**src/rtl/ptf_frame_writer.sv**
```systemverilog
// Frame writer: bounds-checks transformed pixels, queues them in a FIFO and issues
// single-word writes to the memory arbiter with double-buffered banks. Optional: PTF_WRITER_CLEAR_EN.
module ptf_frame_writer #(
    parameter int H_RES   = 640,
    parameter int V_RES   = 480,
    parameter int FIFO_AW = 4,
    parameter int ADDR_W  = 19
) (
    input  logic              clk,
    input  logic              reset,
    input  logic              frame_flag,
    input  logic [17:0]       pixel_in,
    input  logic [9:0]        pixel_x,
    input  logic [8:0]        pixel_y,
    input  logic              pixel_in_flag,
    output logic              mem_req,
    output logic [ADDR_W:0]   mem_addr,
    output logic [17:0]       mem_data,
    input  logic              mem_ack,
    output logic              display_bank,
    output logic              drop_pulse,
    output logic              frame_overrun
);
    localparam int ENTRY_W = ADDR_W + 19;
    localparam int DEPTH   = 1 << FIFO_AW;
    localparam int CNT_W   = FIFO_AW + 3;

    typedef enum logic [0:0] {ST_IDLE = 1'b0, ST_SWAP_PENDING = 1'b1} state_t;

    state_t              state_q;
    logic                write_bank_q;
    logic                display_bank_q;
    logic [CNT_W-1:0]    drain_q;
    logic                s1_valid_q;
    logic                s1_bank_q;
    logic [ADDR_W-1:0]   s1_addr_q;
    logic [17:0]         s1_pix_q;
    logic [ENTRY_W-1:0]  fifo_mem [DEPTH];
    logic [FIFO_AW:0]    wptr_q;
    logic [FIFO_AW:0]    rptr_q;
    logic                mem_req_q;
    logic [ADDR_W:0]     mem_addr_q;
    logic [17:0]         mem_data_q;
    logic                drop_q;
    logic                overrun_q;

    logic                in_bounds_s;
    logic [ADDR_W-1:0]   s1_addr_d;
    logic [FIFO_AW:0]    count_s;
    logic                empty_s;
    logic                full_s;
    logic                load_slot_s;
    logic                pop_s;
    logic                push_s;
    logic                drop_s;
    logic                mem_req_d;
    logic [CNT_W-1:0]    in_flight_s;
    logic [CNT_W-1:0]    old_dec_s;
    logic                swap_go_s;
    logic                swap_done_s;
    logic                clear_busy_s;
    logic                clr_load_s;

    assign in_bounds_s = pixel_in_flag && ({22'd0, pixel_x} < 32'(H_RES))
                                       && ({23'd0, pixel_y} < 32'(V_RES));
    assign s1_addr_d   = ADDR_W'(pixel_y) * ADDR_W'(H_RES) + ADDR_W'(pixel_x);
    assign count_s     = wptr_q - rptr_q;
    assign empty_s     = (wptr_q == rptr_q);
    assign full_s      = count_s[FIFO_AW];

    // Handshake, FIFO and bank-drain bookkeeping for the coming edge
    always_comb begin
        load_slot_s = !mem_req_q || mem_ack;
        pop_s       = !empty_s && load_slot_s && !clear_busy_s;
        push_s      = s1_valid_q && (!full_s || pop_s);
        drop_s      = s1_valid_q && full_s && !pop_s;
        mem_req_d   = pop_s || clr_load_s || (mem_req_q && !mem_ack);
        // Everything still in flight after this edge belongs to the outgoing bank
        in_flight_s = CNT_W'(count_s) + CNT_W'(push_s) - CNT_W'(pop_s)
                    + CNT_W'(mem_req_d) + CNT_W'(in_bounds_s);
        old_dec_s   = CNT_W'(mem_req_q && mem_ack && (mem_addr_q[ADDR_W] != write_bank_q))
                    + CNT_W'(drop_s && (s1_bank_q != write_bank_q));
        swap_go_s   = 1'b0;
        swap_done_s = 1'b0;
        case (state_q)
            ST_IDLE: begin
                swap_go_s   = frame_flag && !clear_busy_s;
                swap_done_s = swap_go_s && (in_flight_s == {CNT_W{1'b0}});
            end
            ST_SWAP_PENDING: begin
                swap_done_s = (drain_q <= old_dec_s);
            end
            default: begin
                swap_go_s   = 1'b0;
                swap_done_s = 1'b0;
            end
        endcase
    end

    // Bank FSM: toggle write bank, drain old entries, publish completed bank
    always_ff @(posedge clk) begin
        if (reset) begin
            state_q        <= ST_IDLE;
            write_bank_q   <= 1'b0;
            display_bank_q <= 1'b1;
            drain_q        <= {CNT_W{1'b0}};
            overrun_q      <= 1'b0;
        end else begin
            overrun_q <= 1'b0;
            case (state_q)
                ST_IDLE: begin
                    if (swap_go_s) begin
                        write_bank_q <= ~write_bank_q;
                        if (swap_done_s) begin
                            display_bank_q <= write_bank_q;
                        end else begin
                            drain_q <= in_flight_s;
                            state_q <= ST_SWAP_PENDING;
                        end
                    end else if (frame_flag) begin
                        overrun_q <= 1'b1;
                    end
                end
                ST_SWAP_PENDING: begin
                    overrun_q <= frame_flag;
                    if (swap_done_s) begin
                        drain_q        <= {CNT_W{1'b0}};
                        display_bank_q <= ~write_bank_q;
                        state_q        <= ST_IDLE;
                    end else begin
                        drain_q <= drain_q - old_dec_s;
                    end
                end
                default: state_q <= ST_IDLE;
            endcase
        end
    end

    // Stage 1: bounds-checked address, tagged with the bank current at the strobe
    always_ff @(posedge clk) begin
        if (reset) begin
            s1_valid_q <= 1'b0;
            s1_bank_q  <= 1'b0;
            s1_addr_q  <= {ADDR_W{1'b0}};
            s1_pix_q   <= 18'd0;
        end else begin
            s1_valid_q <= in_bounds_s;
            if (in_bounds_s) begin
                s1_bank_q <= write_bank_q;
                s1_addr_q <= s1_addr_d;
                s1_pix_q  <= pixel_in;
            end
        end
    end

    // FIFO storage
    always_ff @(posedge clk) begin
        if (push_s) begin
            fifo_mem[wptr_q[FIFO_AW-1:0]] <= {s1_bank_q, s1_addr_q, s1_pix_q};
        end
    end

    // FIFO pointers, output request register and drop pulse
    always_ff @(posedge clk) begin
        if (reset) begin
            wptr_q     <= {(FIFO_AW+1){1'b0}};
            rptr_q     <= {(FIFO_AW+1){1'b0}};
            mem_req_q  <= 1'b0;
            mem_addr_q <= {(ADDR_W+1){1'b0}};
            mem_data_q <= 18'd0;
            drop_q     <= 1'b0;
        end else begin
            wptr_q    <= wptr_q + (FIFO_AW+1)'(push_s);
            rptr_q    <= rptr_q + (FIFO_AW+1)'(pop_s);
            mem_req_q <= mem_req_d;
            drop_q    <= drop_s;
            if (clr_load_s) begin
                mem_addr_q <= {write_bank_q, clear_addr_s()};
                mem_data_q <= 18'd0;
            end else if (pop_s) begin
                {mem_addr_q, mem_data_q} <= fifo_mem[rptr_q[FIFO_AW-1:0]];
            end
        end
    end

`ifdef PTF_WRITER_CLEAR_EN
    localparam logic [ADDR_W-1:0] CLEAR_LAST = ADDR_W'(H_RES * V_RES - 1);

    logic              clear_active_q;
    logic [ADDR_W-1:0] clear_cnt_q;

    assign clear_busy_s = clear_active_q;
    assign clr_load_s   = clear_active_q && load_slot_s;

    function automatic logic [ADDR_W-1:0] clear_addr_s();
        return clear_cnt_q;
    endfunction

    // Zero-fill sweep of the new write bank after every completed swap
    always_ff @(posedge clk) begin
        if (reset) begin
            clear_active_q <= 1'b0;
            clear_cnt_q    <= {ADDR_W{1'b0}};
        end else if (swap_done_s) begin
            clear_active_q <= 1'b1;
            clear_cnt_q    <= {ADDR_W{1'b0}};
        end else if (clr_load_s) begin
            if (clear_cnt_q == CLEAR_LAST) begin
                clear_active_q <= 1'b0;
            end
            clear_cnt_q <= clear_cnt_q + {{(ADDR_W-1){1'b0}}, 1'b1};
        end
    end
`else
    assign clear_busy_s = 1'b0;
    assign clr_load_s   = 1'b0;

    function automatic logic [ADDR_W-1:0] clear_addr_s();
        return {ADDR_W{1'b0}};
    endfunction
`endif

    assign mem_req       = mem_req_q;
    assign mem_addr      = mem_addr_q;
    assign mem_data      = mem_data_q;
    assign display_bank  = display_bank_q;
    assign drop_pulse    = drop_q;
    assign frame_overrun = overrun_q;

endmodule
```
**config.mk**
```make
export PLATFORM = sky130hd
export DESIGN_NAME = ptf_frame_writer
export DESIGN_NICKNAME = d
export VERILOG_FILES = /design/src/rtl/ptf_frame_writer.sv
export SDC_FILE = /design/constraint.sdc
export NUM_CORES = 1
export LEC_CHECK = 0
export ABC_AREA = 1
export BUFFER_PORTS_ARGS = -buffer_cell sky130_fd_sc_hd__clkbuf_2
export CORE_ASPECT_RATIO = 1.25
export CORE_MARGIN = 5
export CORE_UTILIZATION = 55
export DETAILED_ROUTE_END_ITERATION = 8
export PLACE_DENSITY = 0.72
export SLEW_MARGIN = 0
export SYNTH_ARGS = -nofsm -noshare
export SYNTH_HDL_FRONTEND = slang
export SYNTH_SLANG_ARGS = --single-unit
```
**constraint.sdc**
```tcl
create_clock -name clk -period 10.6 [get_ports clk]
set_input_delay 0 -clock clk [delete_from_list [all_inputs] [get_ports clk]]
set_output_delay 0 -clock clk [all_outputs]
set_load 0.02 [all_outputs]
```
### Word level (Yosys, flattened, before mapping)

Memory sizes are Yosys's and may differ from the RTL's. A register that Yosys moved wholly into a read port is not among the register bits.
Index checks and enable logic that the tools add are counted.

* memory bits (read-only): 0
* bits in latches: 0
* register bits: 62
* input bits: 42
* memory bits (writable): 608
* memories: 1

Memories
* fifo_mem: words 16, bits a word 38, read ports 1, clocked after memory_dff 1, write ports 1, line 38 `logic [ENTRY_W-1:0] fifo_mem [DEPTH];`

* bitwise operators: 2
* $add $sub $neg: 10
* reduce and logical (&&, ||, !) cells: 23
* divide/modulo/power cells: 0
* muxes and demuxes: 18
* order comparisons: 3
* $mul: 1
* shifts and indexed selects: 0
* eq/ne operators: 7

Operators by type and width (count)
* $mux 7: 3
* $add 19x10->19: 1
* $add 7x1->7: 2
* $pmux 7 s2: 1
* $mul 9x3->12 const B: 1
* $logic_and 1x1->1: 11
* $add 5x1->5: 2
* $lt 10x10->1 const B: 1
* $mux 1: 10
* $lt 9x9->1 const B: 1
* $pmux 1 s2: 4
* $le 7x2->1: 1
* $logic_not 7->1: 1
* $sub 6x1->7: 1
* $sub 7x2->7: 1
* $add 5x1->6: 1
* $ne 2x2->1 const B: 3
* $eq 5x5->1: 1
* $logic_not 1->1: 5
* $sub 5x5->5: 1
* $reduce_and 2->1: 2
* $logic_or 1x1->1: 3
* $reduce_and 3->1: 1
* $add 1x1->2: 1
* 3 further kinds: 5

### Logic depth before layout (Yosys ltp)

Gate-level depths: netlist of the first run.

* depth after elaboration: 15
* mapped depth: 31
* depth with buffers taken out: 29

### Worst setup path after synthesis of the first run

OpenSTA, ideal clock, no wires.

* path type: register -> register
* start point: register rptr_q[1]
* end point: memory fifo_mem[6][0] in the netlist's numbering (enable)
* clock period less this slack: 4.970 ns
* arrival time: 4.489 ns
* stages on the path, launching flop included: 14
* setup slack: 5.630 ns
* required time: 10.119 ns
* cell sequence: dfxtp_1 inv_1 buf_6 buf_2 fa_1 nand3_1 nand2_1 nand2_1 nand2_1 nand2_2 nand2_4 inv_2 nand3_2 nor3_1

* longest elaborated chain between the ends: 7

RTL lines
* start: declaration: line 40 `logic [FIFO_AW:0] rptr_q;`
* start signal: assignment: line 167 `rptr_q <= {(FIFO_AW+1){1'b0}};`
* start signal: assignment: line 174 `rptr_q <= rptr_q + (FIFO_AW+1)'(pop_s);`
* branches (longest 3 deep; another with $sub 5x5->5)
* $logic_or 1x1->1 (*): line 75 `push_s = s1_valid_q && (!full_s || pop_s);`
* $logic_and 1x1->1 (*): line 75
* $mux 1 (*): line 158 `if (push_s) begin`
* $mux 1 (not written as such) (*): line 159 `fifo_mem[wptr_q[FIFO_AW-1:0]] <= {s1_bank_q, s1_addr_q, s1_pix_q};`
* end: declaration: line 38

Mark *: on every way between the ends.

### Final worst setup path of the first run

* start point: register rptr_q[1]
* end point: register drain_q[0]

* longest elaborated chain between the ends: 14

RTL lines
* branches (longest 14 deep; another with $sub 6x1->7)
* end signal: assignment: line 117 `drain_q <= in_flight_s;`
* end signal: assignment: line 127 `drain_q <= {CNT_W{1'b0}};`
* end signal: assignment: line 131 `drain_q <= drain_q - old_dec_s;`
* end: declaration: line 33 `logic [CNT_W-1:0] drain_q;`

Several ways; the timed one is not identified. The select of a mux whose other input is x is not followed.
A chain may end at the register's enable or synchronous reset.

==> impl_metrics.py, run 1 <==
metrics = {
    "place": {
        "place_hpwl_um": 36300,
        "dp.cells": 3012,
        "globalplace.congestion": 0.817,
        "post_dp_cell_area_um2": 29500,
        "port_buffers": 83,
    },
    "sta": {
        "timing.fmax_mhz": 159,
        "finalSetupTns_ps": 0,
        "worstMarginPinSlew_ps": 1620,
        "rsz0062_at_grt": "false",
        "clock_skew_ps": 33.6,
        "fin_crit_sh_pct": 59.4,
        "relSlewSlack_pct": -7.90,
        "finalCriticalPeriod_ps": 6290,
        "hold_viol_final": 0,
        "drv_slew": 125,
        "setup_viol": 0,
    },
    "floorplan": {
        "ios": 84,
        "die_h_um": 265,
        "row_count": 93,
        "dieArea_um2": 56700,
        "die_width_um": 214,
        "core_area_um2": 51500,
        "start_util_pct": 55.5,
    },
    "routing": {
        "num_vias": 19300,
        "drcViolationCount": 0,
        "vias_per_cell": 6.05,
        "wl_met1_um": 26700,
        "drtAntennaViolNets": 0,
        "wire_per_inst_um": 22.0,
        "dr_wl_met2_um": 35300,
        "wl_met3_um": 5370,
        "drt_iter0_markers": 2041,
        "drt_wl_total_um": 70000,
        "drt_pass1_iterations": 5,
        "topRoutingLayerUsed": "met5",
    },
    "logic_synthesis": {
        "netlist_instances": 2383,
        "ys_seq_elements": 708,
        "yosysTopAreaCellShare_pct": 63.8,
        "synth_area_um2": 28600,
        "syn_nets": 2469,
        "avgSynthCellArea_um2": 12.0,
        "synth_top_area_cell": "edfxtp_1",
        "seq_area_frac_synth_pct": 70.8,
        "synthTopCellsByArea": "edfxtp_1, dfxtp_1, o21ai_0",
        "ys_warn_count": 0,
        "yosys.cell_types.count": 39,
    },
    "clocking": {
        "clk_pin_slew_ps": 60,
        "clockBufferDepth": 3,
        "worstSkewPairLatency_ps": 610,
        "cts_tree": "done",
        "hold_buffers": 45,
        "htree_num_levels": 3,
        "post_cts_resized": 0,
        "post-cts-setup-buffers": 0,
        "numCtsBuffers": 68,
        "clock-root-buffer": "clkbuf_16",
        "cts_sinks": 708,
    },
    "finish": {
        "layout_common_cells": "edfxtp_1, nor2_1, o21ai_0",
        "layout_commonest_cell": "edfxtp_1",
        "area_growth_pct": 12.7,
        "antennaDiodeCount": 0,
        "instances_no_fill": 3182,
        "finish.net_count": 2548,
        "drive_above_1_share_pct": 9.97,
        "fillers": 3789,
        "final_area_um2": 32200,
    },
    "pwr": {
        "power_density_nw_per_um2": 242,
        "max-vdd-ir-drop_mv": 0.210,
        "leakage_nw": 11.3,
    },
    "grt": {
        "grt_use_total_pct": 24.1,
        "grt_max_degree": 253,
        "antenna_found_initial": 3,
        "grt-ovfl-total": 0,
        "grt_pass1_vias": 19200,
        "grt_pass1_wl_um": 107000,
    },
    "critical_path": {
        "worstSetupPathType": "register to register",
        "cp_max_fo": 54,
        "worstPathArrival_ps": 6770,
        "crit_required_ps": 11080,
        "critPathCaptureType": "register",
        "reg2reg_depth": 26,
        "start_kind": "register",
    },
    "flow_run": {
        "maxCapViolCount": 0,
    },
    "status": {
        "violations": "max-slew violations",
        "outcome": "finished, violations left",
    },
    "min_path": {
        "hp-class": "input port to register",
        "min_path_cells": 5,
    },
}
## worst max-delay path, cell delays in order, from the launching register on
cell and delay [ps]:
dfxtp_4 750, inv_2 560, ha_1 500, inv_1 50, nor3_2 160, nand2_1 120
o21ai_4 70, buf_4 490, inv_2 580, ha_1 500, xnor2_1 150, inv_1 60
ha_1 270, ha_1 180, inv_1 70, fa_1 570, inv_1 40, nor2_1 90
nand2_1 60, nor2_1 90, nand3_1 80, nor2_1 170, nand3_4 140, nand2_2 110
inv_2 70, nor2_1 80, nor2_1 50
## synthesized netlist by cell type, drive strengths merged
cell and count:
xor2 8, buf 68, nand2 211, a21oi 92, xnor2 6, clkinv 2
dfxtp 100, nor3 13, ha 39, o21a 4, a211oi 1, nand3 58
o22ai 96, a31oi 38, nand4 5, o221ai 19, inv 90, nand3b 3
a41oi 1, nor2 416, o211ai 58, fa 5, o21ai 362, edfxtp 608
clkbuf 80
## sequential cells by signal (all words and copies together), names as in the netlist, 5 cells and up
name / flops
fifo_mem: 608
mem_addr: 20
s1_addr_q: 19
mem_data: 18
s1_pix_q: 18
drain_q: 7
rptr_q: 5
wptr_q: 5
## final cells by class
type,count,area [um^2],area share (%)
inverter,92,353,1.09
clock buffer,99,1990,6.18
tap,665,832,2.58
multi-input combinational,1435,7400,22.9
sequential,708,20300,62.9
clock inverter,26,310,0.962
timing repair buffer,157,1100,3.40
## path summary, 6_finish.rpt
kind / from / to / slack (ps)
setup / recovery: rptr_q[1] / drain_q[0] / 4310
hold / removal: pixel_y[3] / s1_addr_q[10] / 60
setup reg to reg: rptr_q[1] / drain_q[0] / 4310
hold reg to reg: rptr_q[4] / rptr_q[4] / 500
## metrics by stage
| stage | hold WS [ps] | power (mW) | util, % | setup slack [ps] |
|---|---|---|---|---|
| after floorplan | 94.1 | 4.80 | - | 5630 |
| after global placement | 232 | 5.29 | 57.2 | 4380 |
| after detailed placement | 238 | 5.34 | 57.2 | 4360 |
| after CTS | 43.1 | 7.82 | 62.6 | 4330 |
| after global routing | 109 | 8.19 | 62.6 | 3810 |
| final | 62.3 | 7.80 | 62.6 | 4310 |
## cell families (layout without fill, tap and decap cells)
kind of cell | count (synthesis) | in the layout | share of synthesized area [%]
AO/OA/AOI/OAI | 671 | 671 | 13.1
XOR/XNOR | 14 | 14 | 0.428
adder cells (fa/ha/maj) | 44 | 44 | 2.05
buffers and inverters | 240 | 374 | 3.78
flip-flops | 708 | 708 | 70.8
AND/OR/NAND/NOR | 706 | 706 | 9.80
## power breakdown
group          switching (mW)  internal, mW  leakage (nW)  total [mW]
registers               0.187          3.16          6.42        3.34
logic                    1.33         0.647          3.76        1.98
clock network            1.01          1.46          1.12        2.48
## routing by layer
metal  GRT usage, %  up-vias
li1               -     8808
met1           30.0     9405
met2           42.2      874
met3           3.71      166
met4           10.4        4
met5              0        -
No activity file was read; power rests on OpenSTA's default activity.
==> run 2: changes to the inputs <==
Settings changed: ABC_AREA 1 to 0, PLACE_DENSITY 0.72 to 0.75.
Clock period 10.6 ns to 5.55 ns, I/O delays scaled along.
==> impl_metrics.py, run 2 <==
metrics = {
    "grt": {
        "grt_pass1_vias": 15200,
        "grt-ovfl-total": 0,
        "grt_pass1_wl_um": 92700,
        "antenna_found_initial": 0,
        "grt_max_degree": 155,
        "grt_use_total_pct": 22.6,
    },
    "clocking": {
        "cts_sinks": 708,
        "clock-root-buffer": "clkbuf_16",
        "worstSkewPairLatency_ps": 590,
        "numCtsBuffers": 66,
        "post-cts-setup-buffers": 0,
        "clk_pin_slew_ps": 60,
        "clockBufferDepth": 3,
        "cts_tree": "done",
        "htree_num_levels": 3,
    },
    "finish": {
        "largest_reg_flops": 608,
        "fillers": 3326,
        "finish.net_count": 1726,
        "drive_above_1_share_pct": 25.3,
        "regArea_um2": 20300,
        "layout_common_cells": "edfxtp_1, mux4_2, nand2_1",
        "layout_commonest_cell": "edfxtp_1",
        "multi_input_area_um2": 7320,
        "area_growth_pct": 14.6,
        "antennaDiodeCount": 0,
    },
    "routing": {
        "drtAntennaViolNets": 0,
        "num_vias": 14300,
        "drcViolationCount": 0,
        "drt_iter0_markers": 1465,
        "drt_pass1_iterations": 5,
        "drt_wl_total_um": 61200,
        "vias_per_cell": 6.09,
        "wire_per_inst_um": 26.1,
    },
    "pwr": {
        "power_density_nw_per_um2": 424,
        "max-vdd-ir-drop_mv": 0.344,
        "leakage_nw": 10.5,
    },
    "logic_synthesis": {
        "yosys.cell_types.count": 58,
        "netlist_instances": 1487,
        "async_flop_share_pct": 0,
        "ys_seq_elements": 708,
        "synth-main-ff-cell": "edfxtp_1",
        "synth_edf_count": 608,
        "avgSynthCellArea_um2": 18.7,
        "yosysTopAreaCellShare_pct": 65.5,
        "synth_area_um2": 27900,
        "syn_nets": 1573,
        "seq_area_frac_synth_pct": 72.7,
        "synthTopCellsByArea": "edfxtp_1, mux4_2, dfxtp_1",
        "synth.most_common_cell": "edfxtp_1",
        "synth_top_area_cell": "edfxtp_1",
        "synth_common_cells": "edfxtp_1, mux4_2, nand2_1",
        "ys_warn_count": 0,
    },
    "place": {
        "port_buffers": 83,
        "globalplace.congestion": 0.799,
        "place_ws_ps": 431,
        "place_hpwl_um": 31500,
    },
    "sta": {
        "finalSetupTns_ps": 0,
        "timing.fmax_mhz": 194,
        "clock_skew_ps": 27.9,
        "fin_ws_ps": 389,
        "relSlewSlack_pct": 28.4,
        "hold_viol_final": 0,
        "drv_slew": 0,
        "setup_viol": 0,
        "finalCriticalPeriod_ps": 5160,
        "worstMarginPinSlew_ps": 1070,
        "rsz0062_at_grt": "false",
        "fin_crit_sh_pct": 93.0,
    },
    "critical_path": {
        "start_kind": "register",
        "crit_required_ps": 5980,
        "cp_max_fo": 11,
        "worst_path_largest_cell_delay_ps": 560,
        "critPathCaptureType": "register",
        "cpMaxStageDelayCell": "or4_4",
        "worstPathArrival_ps": 5590,
        "worstSetupPathType": "register to register",
        "cp_cell_sequence": "inv_1 > ha_1 > inv_1 > fa_1 > a21o_1 > a21oi_1 > xnor2_2 > o21ai_1 > xor2_1 > ha_1 > ha_1 > inv_1 > fa_1 > xor2_1 > nand4b_1 > or4_4 > o21ai_2 > nor3b_1 > a211oi_2",
    },
    "floorplan": {
        "start_util_pct": 55.4,
        "dieArea_um2": 55300,
        "ios": 84,
        "row_count": 92,
        "die_width_um": 211,
        "die_h_um": 262,
        "core_area_um2": 50300,
    },
    "status": {
        "outcome": "finished, final reports clean",
    },
    "min_path": {
        "hp-class": "input port to register",
    },
    "flow_run": {
        "maxCapViolCount": 0,
    },
}
run 2: cell types whose count changed in the layout (fill, tap and decap cells not counted), moves of 38 or more:
cell / change
inv_1: -54
o21ai_0: -309
nand3_1: -49
o22ai_1: -94
mux4_2: +190
a31oi_1: -38
o211ai_1: -57
nand2_1: -56
nor2_1: -357
run 2: final timing paths:
check / end / slack [ps] / from / cells after the start
worst max-delay path: drain_q[1] / 390 / wptr_q[0] / 19
worst min-delay path: s1_addr_q[18] / 40 / pixel_in_flag / 5
worst max register to register: drain_q[1] / 390 / wptr_q[0] / 19
worst min register to register: mem_data[4] / 450 / mem_data[4] / 2
run 2: metal layers:
metal | vias to the layer above | track usage, % | part of all wire, %
met4 | 0 | 6.60 | 2.2
met3 | 78 | 3.59 | 7.5
li1 | 6209 | - | -
met1 | 7404 | 29.6 | 37
met2 | 607 | 39.8 | 53
met5 | - | 0 | 0
run 2: kinds of logic after synthesis:
family | synth area share, %
flops | 72.7
simple gates | 4.24
xor+xnor | 1.10
buf+inv | 1.53
mux | 15.4
fa+ha+maj | 2.11
compound gates | 2.94
run 2: worst max-delay path: cells and delay by family, from the launching register on:
family                     cells  cell delay [ps]
DFF                            1              330
xor gates and xnor gates       3              570
AOI/OAI and AO/OA              5             1340
buffers and inverters          3              270
and+or+nand+nor                3              980
adders and majority gates      5             1520
run 2: area by class of cell:
type / count / share of cell area [%]
clock buffers: 96 / 6.05
repair buffers: 160 / 3.83
well taps: 658 / 2.58
clock inverters: 23 / 0.745
multi-input cells: 673 / 22.9
inverters: 31 / 0.365
flip-flops and latches: 708 / 63.5
run 2: stage by stage:
| step | instance area [um^2] | power, mW | hold slack (ps) | instances | utilization [%] |
|---|---|---|---|---|---|
| 4_1_cts | 31900 | 13.6 | 15.2 | 2349 | 63.5 |
| 6_report | 31900 | 13.5 | 35.1 | 2349 | 63.5 |
| 3_3_place_gp | 29300 | 9.04 | 229 | 2184 | 58.2 |
| 5_1_grt | 31900 | 14.1 | 85.7 | 2349 | 63.5 |
| 3_5_place_dp | 29300 | 9.10 | 231 | 2184 | 58.2 |
| 2_1_floorplan | 27900 | 8.34 | 136 | 1487 | - |
run 2: report_power, final:
| part | switching (mW) | internal (mW) |
|---|---|---|
| clock | 1.86 | 2.65 |
| combinational | 1.56 | 1.28 |
| sequential | 0.188 | 5.99 |
run 2: repair_timing:
action / 4_1_cts / 5_1_grt
hold buffers: 46 / 0
gates resized for setup: 0 / 0
hold endpoints to repair: 57 / 0
==> run 3: changes to the inputs <==
Settings changed: BUFFER_PORTS_ARGS -buffer_cell sky130_fd_sc_hd__clkbuf_2 to unset, DONT_BUFFER_PORTS set to 1, HOLD_SLACK_MARGIN set to 0.02, PLACE_DENSITY 0.75 to 0.73.
==> impl_metrics.py, run 3 (synthesis results as in run 2) <==
metrics = {
    "sta": {
        "relSlewSlack_pct": 30.5,
        "clock_skew_ps": 20.2,
        "setup_viol": 0,
        "timing.fmax_mhz": 197,
        "finalSetupTns_ps": 0,
        "worstMarginPinSlew_ps": 1040,
        "rsz0062_at_grt": "false",
        "fin_crit_sh_pct": 91.3,
        "finalCriticalPeriod_ps": 5070,
        "hold_viol_final": 0,
        "drv_slew": 0,
        "hold_slack_ps": 48.5,
    },
    "clocking": {
        "post-cts-setup-buffers": 0,
        "worstSkewPairLatency_ps": 580,
        "cts_tree": "done",
        "clock-root-buffer": "clkbuf_16",
        "clockBufferDepth": 3,
        "htree_num_levels": 3,
        "hold_buffers": 44,
        "clk_pin_slew_ps": 60,
        "numCtsBuffers": 68,
        "cts_sinks": 708,
        "post_cts_resized": 0,
    },
    "grt": {
        "grt-ovfl-total": 0,
        "grt_pass1_wl_um": 88300,
        "grt_use_total_pct": 21.4,
        "grt_max_degree": 155,
        "antenna_found_initial": 2,
        "grt_pass1_vias": 14400,
    },
    "finish": {
        "instances_no_fill": 2262,
        "finish.net_count": 1638,
        "area_growth_pct": 12.6,
        "drive_above_1_share_pct": 21.0,
        "largest_reg_flops": 608,
        "layout_commonest_cell": "edfxtp_1",
        "layout_common_cells": "edfxtp_1, mux4_2, nand2_1",
    },
    "critical_path": {
        "reg2reg_depth": 19,
        "r2r-end": "drain_q[1]",
        "crit_required_ps": 6000,
        "cpMaxStageDelayCell": "or4_4",
        "worst_path_largest_cell_delay_ps": 560,
        "reg2reg_slack_ps": 480,
        "r2r-start": "wptr_q[0]",
        "start_kind": "register",
        "cp_max_fo": 11,
        "cp_cell_sequence": "inv_1 > ha_1 > inv_1 > fa_1 > a21o_1 > a21oi_1 > xnor2_2 > o21ai_1 > xor2_1 > ha_1 > ha_1 > inv_1 > fa_1 > xor2_1 > nand4b_1 > or4_4 > o21ai_2 > nor3b_1 > a211oi_2",
        "worstSetupPathType": "register to register",
        "critPathCaptureType": "register",
        "worstPathArrival_ps": 5520,
    },
    "status": {
        "outcome": "finished, final reports clean",
    },
    "floorplan": {
        "die_h_um": 262,
        "row_count": 92,
        "ios": 84,
        "core_area_um2": 50300,
        "start_util_pct": 55.4,
        "dieArea_um2": 55300,
        "die_width_um": 211,
    },
    "min_path": {
        "min_to": "s1_valid_q",
        "min_path_cells": 3,
        "hp-class": "input port to register",
        "min_from": "pixel_y[8]",
    },
    "flow_run": {
        "maxCapViolCount": 0,
    },
    "routing": {
        "drt_pass1_iterations": 4,
        "drt_iter0_markers": 1368,
        "num_vias": 13800,
        "vias_per_cell": 6.08,
        "wire_per_inst_um": 25.7,
        "drtAntennaViolNets": 0,
        "dr_wl_met2_um": 30300,
        "drcViolationCount": 0,
        "drt_wl_total_um": 58200,
        "wl_met1_um": 22900,
        "topRoutingLayerUsed": "met4",
        "wl_met3_um": 3850,
    },
    "place": {
        "dp.cells": 2096,
        "place_hpwl_um": 30700,
        "globalplace.congestion": 0.786,
        "port_buffers": 0,
    },
    "pwr": {
        "power_density_nw_per_um2": 421,
        "power_mw": 13.2,
        "max-vdd-ir-drop_mv": 0.309,
        "leakage_nw": 10.0,
    },
}
==> run 3: routing by layer <==
| metal | global-route usage [%] | vias to the layer above |
|---|---|---|
| li1 | - | 6036 |
| met1 | 29.3 | 7148 |
| met2 | 36.7 | 484 |
| met3 | 3.40 | 85 |
| met4 | 5.73 | 0 |
| met5 | 0 | - |
==> run 3: how the worst max path moves through the flow <==
stage,start,end,cells after the start
detailed placement,wptr_q[2],drain_q[1],17
global placement,wptr_q[2],drain_q[1],16
CTS,wptr_q[2],drain_q[1],16
floorplan,rptr_q[1],drain_q[5],21
global route,wptr_q[2],drain_q[1],16
finish,wptr_q[0],drain_q[1],19
==> run 3: critical path, delay by kind of cell (launching register included) <==
| family | cells | cell delay [ps] |
|---|---|---|
| and+or+nand+nor | 3 | 980 |
| DFF | 1 | 330 |
| AOI/OAI and AO/OA | 5 | 1340 |
| xor gates and xnor gates | 3 | 540 |
| buffers and inverters | 3 | 260 |
| adders and majority gates | 5 | 1490 |
==> run 3: per-stage QoR <==
stage	setup slack [ps]	util [%]	area, um^2
after floorplan	463	-	27900
after global placement	683	57.3	28800
after detailed placement	565	57.3	28800
after CTS	510	62.4	31400
after global routing	100	62.4	31400
final	482	62.4	31400
==> run 3: final cells by class <==
cell class / instances / area (um^2)
diodes: 1 / 2.50
clock buffers: 94 / 1880
clock inverters: 27 / 203
fillers: 3418 / 18900
inverters: 31 / 116
multi-input cells: 673 / 7320
flip-flops and latches: 708 / 20300
well taps: 658 / 823
repair buffers: 70 / 766
==> run 3: power breakdown <==
group	switching [mW]	internal, mW
registers	0.342	5.99
clock network	1.85	2.51
logic	1.33	1.20
total	3.52	9.70
